--- src/rtl/err_metric_acc.sv ---
// Error-metric accumulator for approximate-multiplier characterisation: counts pairs,
// mismatches, sum/max of |exact-apprx|. Define ERR_METRIC_SIGNED_ED_EN to add signed sum_ed.
module err_metric_acc #(
    parameter int unsigned N_SAMPLES = 10000,
    parameter int unsigned PW        = 16
) (
    input  logic                 clk,
    input  logic                 rst_n,
    input  logic                 start,
    input  logic                 in_valid,
    output logic                 in_ready,
    input  logic [PW-1:0]        exact,
    input  logic [PW-1:0]        apprx,
    output logic                 busy,
    output logic                 done,
    output logic [31:0]          sample_cnt,
    output logic [31:0]          n_err,
    output logic [PW+23:0]       sum_abs_ed,
    output logic [PW-1:0]        max_ed
`ifdef ERR_METRIC_SIGNED_ED_EN
    ,
    output logic signed [PW+24:0] sum_ed
`endif
);

    typedef enum logic [1:0] {
        IDLE,
        RUN,
        DONE
    } state_t;

    state_t           state_q, state_d;
    logic [31:0]      sample_cnt_q, sample_cnt_d;
    logic [31:0]      n_err_q, n_err_d;
    logic [PW+23:0]   sum_abs_ed_q, sum_abs_ed_d;
    logic [PW-1:0]    max_ed_q, max_ed_d;
`ifdef ERR_METRIC_SIGNED_ED_EN
    logic signed [PW+24:0] sum_ed_q, sum_ed_d;
`endif

    logic signed [PW:0] diff;
    logic [PW-1:0]      abs_ed;
    logic               last_pair;

    // Difference taken one bit wider so its magnitude always fits back into PW bits.
    always_comb begin
        diff      = $signed({1'b0, exact}) - $signed({1'b0, apprx});
        abs_ed    = diff[PW] ? PW'(-diff) : diff[PW-1:0];
        last_pair = (sample_cnt_q == 32'(N_SAMPLES - 1));
    end

    always_comb begin
        state_d      = state_q;
        sample_cnt_d = sample_cnt_q;
        n_err_d      = n_err_q;
        sum_abs_ed_d = sum_abs_ed_q;
        max_ed_d     = max_ed_q;
`ifdef ERR_METRIC_SIGNED_ED_EN
        sum_ed_d     = sum_ed_q;
`endif
        case (state_q)
            IDLE, DONE: begin
                if (start) begin
                    state_d      = RUN;
                    sample_cnt_d = '0;
                    n_err_d      = '0;
                    sum_abs_ed_d = '0;
                    max_ed_d     = '0;
`ifdef ERR_METRIC_SIGNED_ED_EN
                    sum_ed_d     = '0;
`endif
                end
            end
            RUN: begin
                if (in_valid) begin
                    sample_cnt_d = sample_cnt_q + 32'd1;
                    if (abs_ed != '0) begin
                        n_err_d = n_err_q + 32'd1;
                    end
                    sum_abs_ed_d = sum_abs_ed_q + (PW+24)'(abs_ed);
                    if (abs_ed > max_ed_q) begin
                        max_ed_d = abs_ed;
                    end
`ifdef ERR_METRIC_SIGNED_ED_EN
                    sum_ed_d = sum_ed_q + (PW+25)'(diff);
`endif
                    if (last_pair) begin
                        state_d = DONE;
                    end
                end
            end
            default: state_d = IDLE;
        endcase
    end

    always_ff @(posedge clk or negedge rst_n) begin
        if (!rst_n) begin
            state_q      <= IDLE;
            sample_cnt_q <= '0;
            n_err_q      <= '0;
            sum_abs_ed_q <= '0;
            max_ed_q     <= '0;
`ifdef ERR_METRIC_SIGNED_ED_EN
            sum_ed_q     <= '0;
`endif
        end else begin
            state_q      <= state_d;
            sample_cnt_q <= sample_cnt_d;
            n_err_q      <= n_err_d;
            sum_abs_ed_q <= sum_abs_ed_d;
            max_ed_q     <= max_ed_d;
`ifdef ERR_METRIC_SIGNED_ED_EN
            sum_ed_q     <= sum_ed_d;
`endif
        end
    end

    always_comb begin
        in_ready   = (state_q == RUN);
        busy       = (state_q == RUN);
        done       = (state_q == DONE);
        sample_cnt = sample_cnt_q;
        n_err      = n_err_q;
        sum_abs_ed = sum_abs_ed_q;
        max_ed     = max_ed_q;
`ifdef ERR_METRIC_SIGNED_ED_EN
        sum_ed     = sum_ed_q;
`endif
    end

endmodule

--- config.mk ---
export PLATFORM = sky130hd
export DESIGN_NAME = err_metric_acc
export DESIGN_NICKNAME = d
export VERILOG_FILES = /design/src/rtl/err_metric_acc.sv
export SDC_FILE = /design/constraint.sdc
export NUM_CORES = 1
export LEC_CHECK = 0
export BUFFER_PORTS_ARGS = -buffer_cell sky130_fd_sc_hd__buf_2
export CELL_PAD_IN_SITES_DETAIL_PLACEMENT = 1
export CELL_PAD_IN_SITES_GLOBAL_PLACEMENT = 1
export CORE_ASPECT_RATIO = 0.5
export CORE_UTILIZATION = 43
export CTS_CLUSTER_SIZE = 12
export DETAILED_ROUTE_END_ITERATION = 8
export GPL_TIMING_DRIVEN = 0
export PLACE_DENSITY_LB_ADDON = 0.1
export SETUP_SLACK_MARGIN = 0.5
export SYNTH_ARGS = -nofsm -noshare
export SYNTH_HDL_FRONTEND = slang
export SYNTH_SLANG_ARGS = --single-unit
--- constraint.sdc ---
create_clock -name clk -period 4 [get_ports clk]
set_clock_uncertainty 0.1 [all_clocks]
set_input_delay 0.4 -clock clk [delete_from_list [all_inputs] [get_ports clk]]
set_output_delay 0.4 -clock clk [all_outputs]
set_load 0.1 [all_outputs]
==> impl_results.md <==
- Sw Pwr: 5.14 mW
- Reg2Reg Depth: 13
- Crit path DAT: between 5 and 6 ns
- Ys Warns: 0
- Share of cells above drive strength 1: 40.7%
- Power density cells: between 700 and 800 nW/um^2
- Setup CP Type: in2reg
- Buffers on Ports: 158
- Vias per cell: 6.41
- GP Congestion: 0.876
- Final Worst Setup Slack: -0.918 ns
- Crit path time final: 4.92 ns
- Period utilization: 123%
- Die Span Y: 102 um
- Initial antenna violation count: 1
- Post-synth EDFFs: 0
- Maxcap violations: 0
- Post-Route WL: between 40000 and 50000 um
- TritonRoute pass-1 iters: 5
- Post-route ant nets: 0
- Fmax: 203 MHz
- Outcome: finished with violations
- FILL cells: around 2200
- Crit-path max FO: 6
- Die width: roughly 200 um
- Logic depth of the worst setup path including buffers: 23
- Sw Ratio: 52.1%
- R2r setup slk: -0.53 ns
- Vias in the first global route: 9781
- First-pass GRT wire length: between 50000 and 60000 um
- Failing checks: negative setup slack
- Most frequent cell after synthesis: dfrtp_1
- Hold Vio Cnt, Final: 0
- Top Family by Delay on Critical Path: simple AND/OR/NAND/NOR gates
- Final setup viols: 82
- Clk buf depth: 2
- IO Count: 159
- Leak pwr: a little over 6 nW
- CTS tree: yes
- Post-route DRC: 0
- Worst Path Buf+Inv: 7
- Worst-Margin Slew: 1.17 ns
- Logic pwr share: 65.7%
- Placed cell area: 10300 um^2
- Worst-Skew Late Latency: 0.44 ns
- Pin count of the biggest net entering global routing: 76
- Wire per inst: about 26 um
- Async SR Flop Fraction: 100%
- Number of synthesized register bits: 122
- Total GRT Usage: 33.7%
- Site Rows: 36
- Syn avg cell area: 8.73 um^2
- WHS: 0.232 ns
- Register share of total power: between 10% and 20%
- Netlist Area Pre-Place: 8680 um^2
- Vias: about 10000
- Design area: roughly 13000 um^2
- Top_reg_cell synth: dfrtp_1
- Mapped Nets: 1088
- CTS Buf Count: 17
- Starting DRT DRC Count: 751
- Register area share after synthesis: 35.2%
- Synth top area share: between 30% and 40%
- Post-synth top cells: dfrtp_1 (122), nand2_1 (104), nor2_1 (83), ha_1 (55), nand3_1 (54)
- Critical Path End Type: flop
- Area growth, synth to finish: 52.4%
- Startpoint types: input pin
- CP required: ~4.2 ns
- Slowest CP cell: nor3_1
- Synth top area cells: dfrtp_1 (35%), ha_1 (7.9%), nand2_1 (4.5%), xnor2_1 (4.4%), nor2_1 (3.6%)
- Slew Limit Fails: 0
- DIE AREA: approximately 21000 um^2
- Gate Count Post-Synth: 995
- Hold Crit Class: in2reg
- Clock power frac: 16.8%
- Slew margin rel.: 21.7%
- Clk sink count: 122
- Core area: 19600 um^2
- RSZ-0062 raised after global routing: true
- Hold depth: 3
- Cell internal pwr: 4.73 mW
- Nets: 1373
- Pre-CTS WS: -1.80 ns
- Grt total ovfl: 0
- Clock-pin slew on the worst setup and hold paths: 0.06 ns
- Cell type with the largest total area after synthesis: dfrtp_1
- Hpwl dp: 20900 um
- Synth unique cells: 75
- CP peak stage delay: 0.68 ns
- Peak supply drop: ~360 uV
- Worst path cell trace: buf_12 -> inv_12 -> ha_4 -> inv_2 -> fa_2 -> a211oi_4 -> o21ai_2 -> a211o_1 -> a21oi_4 -> or2_4 -> clkbuf_16 -> buf_4 -> o21ai_2 -> xnor2_2 -> ha_2 -> nand2_1 -> nor3_1 -> a211oi_4 -> buf_6 -> clkbuf_16 -> nor4b_4 -> xnor2_1 -> nor2_1
- Initial Util: approximately 44%
- Root buf cell: clkbuf_16
- H-tree levels: 4
## power by group through the flow
stage / Combinational, mW / Clock, mW / Sequential [mW]
4_1_cts: 5.28 / 1.61 / 1.68
5_1_grt: 6.68 / 1.70 / 1.74
3_3_place_gp: 4.13 / 0 / 1.67
2_1_floorplan: 1.99 / 0 / 3.07
3_5_place_dp: 4.25 / 0 / 1.68
6_report: 6.48 / 1.66 / 1.73
## worst reg2reg max path, stage by stage, from the launching register on
cell and delay (ns):
dfrtp_1 0.42, nand2b_1 0.22, inv_1 0.23, and2_1 0.25, clkbuf_1 0.25, nor2_1 0.77, nor2_1 0.21, and3_1 0.26
and3_1 0.23, nand4_1 0.17, clkbuf_1 0.90, nor4_4 0.12, xnor2_1 0.22, nor2_1 0.06
## layout make-up
type	instances	area [um^2]	area share, %
flip-flops and latches	122	3050	23.1
clock buffers	22	484	3.66
clock inverters	8	118	0.889
plain buffers	48	394	2.98
diodes	1	2.50	0.0189
inverters	53	211	1.60
multi-input cells	772	6630	50.1
well taps	266	333	2.52
repair buffers	266	2010	15.2
## final timing paths
path                            start             end
max                          exact[0]  sum_abs_ed[18]
min                             start      state_q[1]
max reg2reg                state_q[0]  sum_abs_ed[30]
min reg2reg                 max_ed[0]       max_ed[0]
max in group asynchronous       rst_n  sample_cnt[17]
min in group asynchronous       rst_n      max_ed[14]
## cell families (layout without fill, tap and decap cells)
group	after synthesis	count (layout)	share of synthesized area, %
other	0	1	0
multiplexers	7	7	0.807
buffers and inverters	101	397	5.17
flip-flops	122	122	35.2
adder cells (fa/ha/maj)	57	57	8.39
AO/OA/AOI/OAI	218	218	18.0
AND/OR/NAND/NOR	414	414	24.7
XOR/XNOR	76	76	7.82
## flip-flops by register name (all words and copies together) (netlist names)
name,cells
n_err,32
sample_cnt,32
sum_abs_ed,40
max_ed,16
state_q,2
## what timing repair did
item,CTS,global route
setup buffers,68,28
setup endpoints to repair,85,92
gates cloned,9,1
hold buffers,1,0
pin swaps,99,88
resized for setup,157,101
hold endpoints to repair,47,0
## placed cells by master, fill, tap and decap left out, types with 9 or more instances in the layout
| master | Yosys | layout |
|---|---|---|
| a21o_1 | 11 | 11 |
| a21oi_1 | 45 | 25 |
| a21oi_2 | 3 | 16 |
| a32o_1 | 13 | 10 |
| and3_1 | 27 | 27 |
| buf_12 | 0 | 9 |
| buf_2 | 8 | 164 |
| buf_4 | 4 | 62 |
| buf_6 | 6 | 33 |
| buf_8 | 0 | 12 |
| clkbuf_1 | 29 | 20 |
| clkbuf_16 | 0 | 21 |
| dfrtp_1 | 122 | 122 |
| ha_1 | 55 | 35 |
| ha_4 | 0 | 17 |
| inv_1 | 53 | 48 |
| nand2_1 | 104 | 95 |
| nand3_1 | 54 | 50 |
| nand4_1 | 19 | 19 |
| nor2_1 | 83 | 76 |
| nor2b_1 | 11 | 9 |
| nor3_1 | 18 | 9 |
| nor3_4 | 0 | 9 |
| o211ai_1 | 23 | 23 |
| o21ai_0 | 42 | 14 |
| o21ai_1 | 3 | 13 |
| o21ai_2 | 3 | 20 |
| or3_1 | 13 | 9 |
| or4_1 | 27 | 16 |
| or4_4 | 1 | 12 |
| xnor2_1 | 44 | 32 |
| xnor2_2 | 0 | 9 |
| xor2_1 | 31 | 23 |
## metrics by stage
stage                     util [%]  cells  total power, mW  TNS (ns)
after floorplan                  -    995             5.05    -22.95
after global placement        52.3   1419             5.80    -96.48
after detailed placement      52.5   1420             5.93   -109.50
after CTS                     63.4   1528             8.57    -27.12
after global routing          67.4   1557             10.1    -50.78
final                         67.4   1558             9.87    -43.33
## routing by layer
metal / vias to the layer above / wire (um) / global-route usage [%] / part of all wire (%)
li1: 4202 / - / - / -
met5: - / 0 / 0 / 0
met4: 0 / 2250 / 12.6 / 5.5
met1: 5054 / 15800 / 40.8 / 38
met3: 180 / 2910 / 6.19 / 7.1
met2: 545 / 20300 / 60.7 / 49
(Power assumes the default switching activity.)
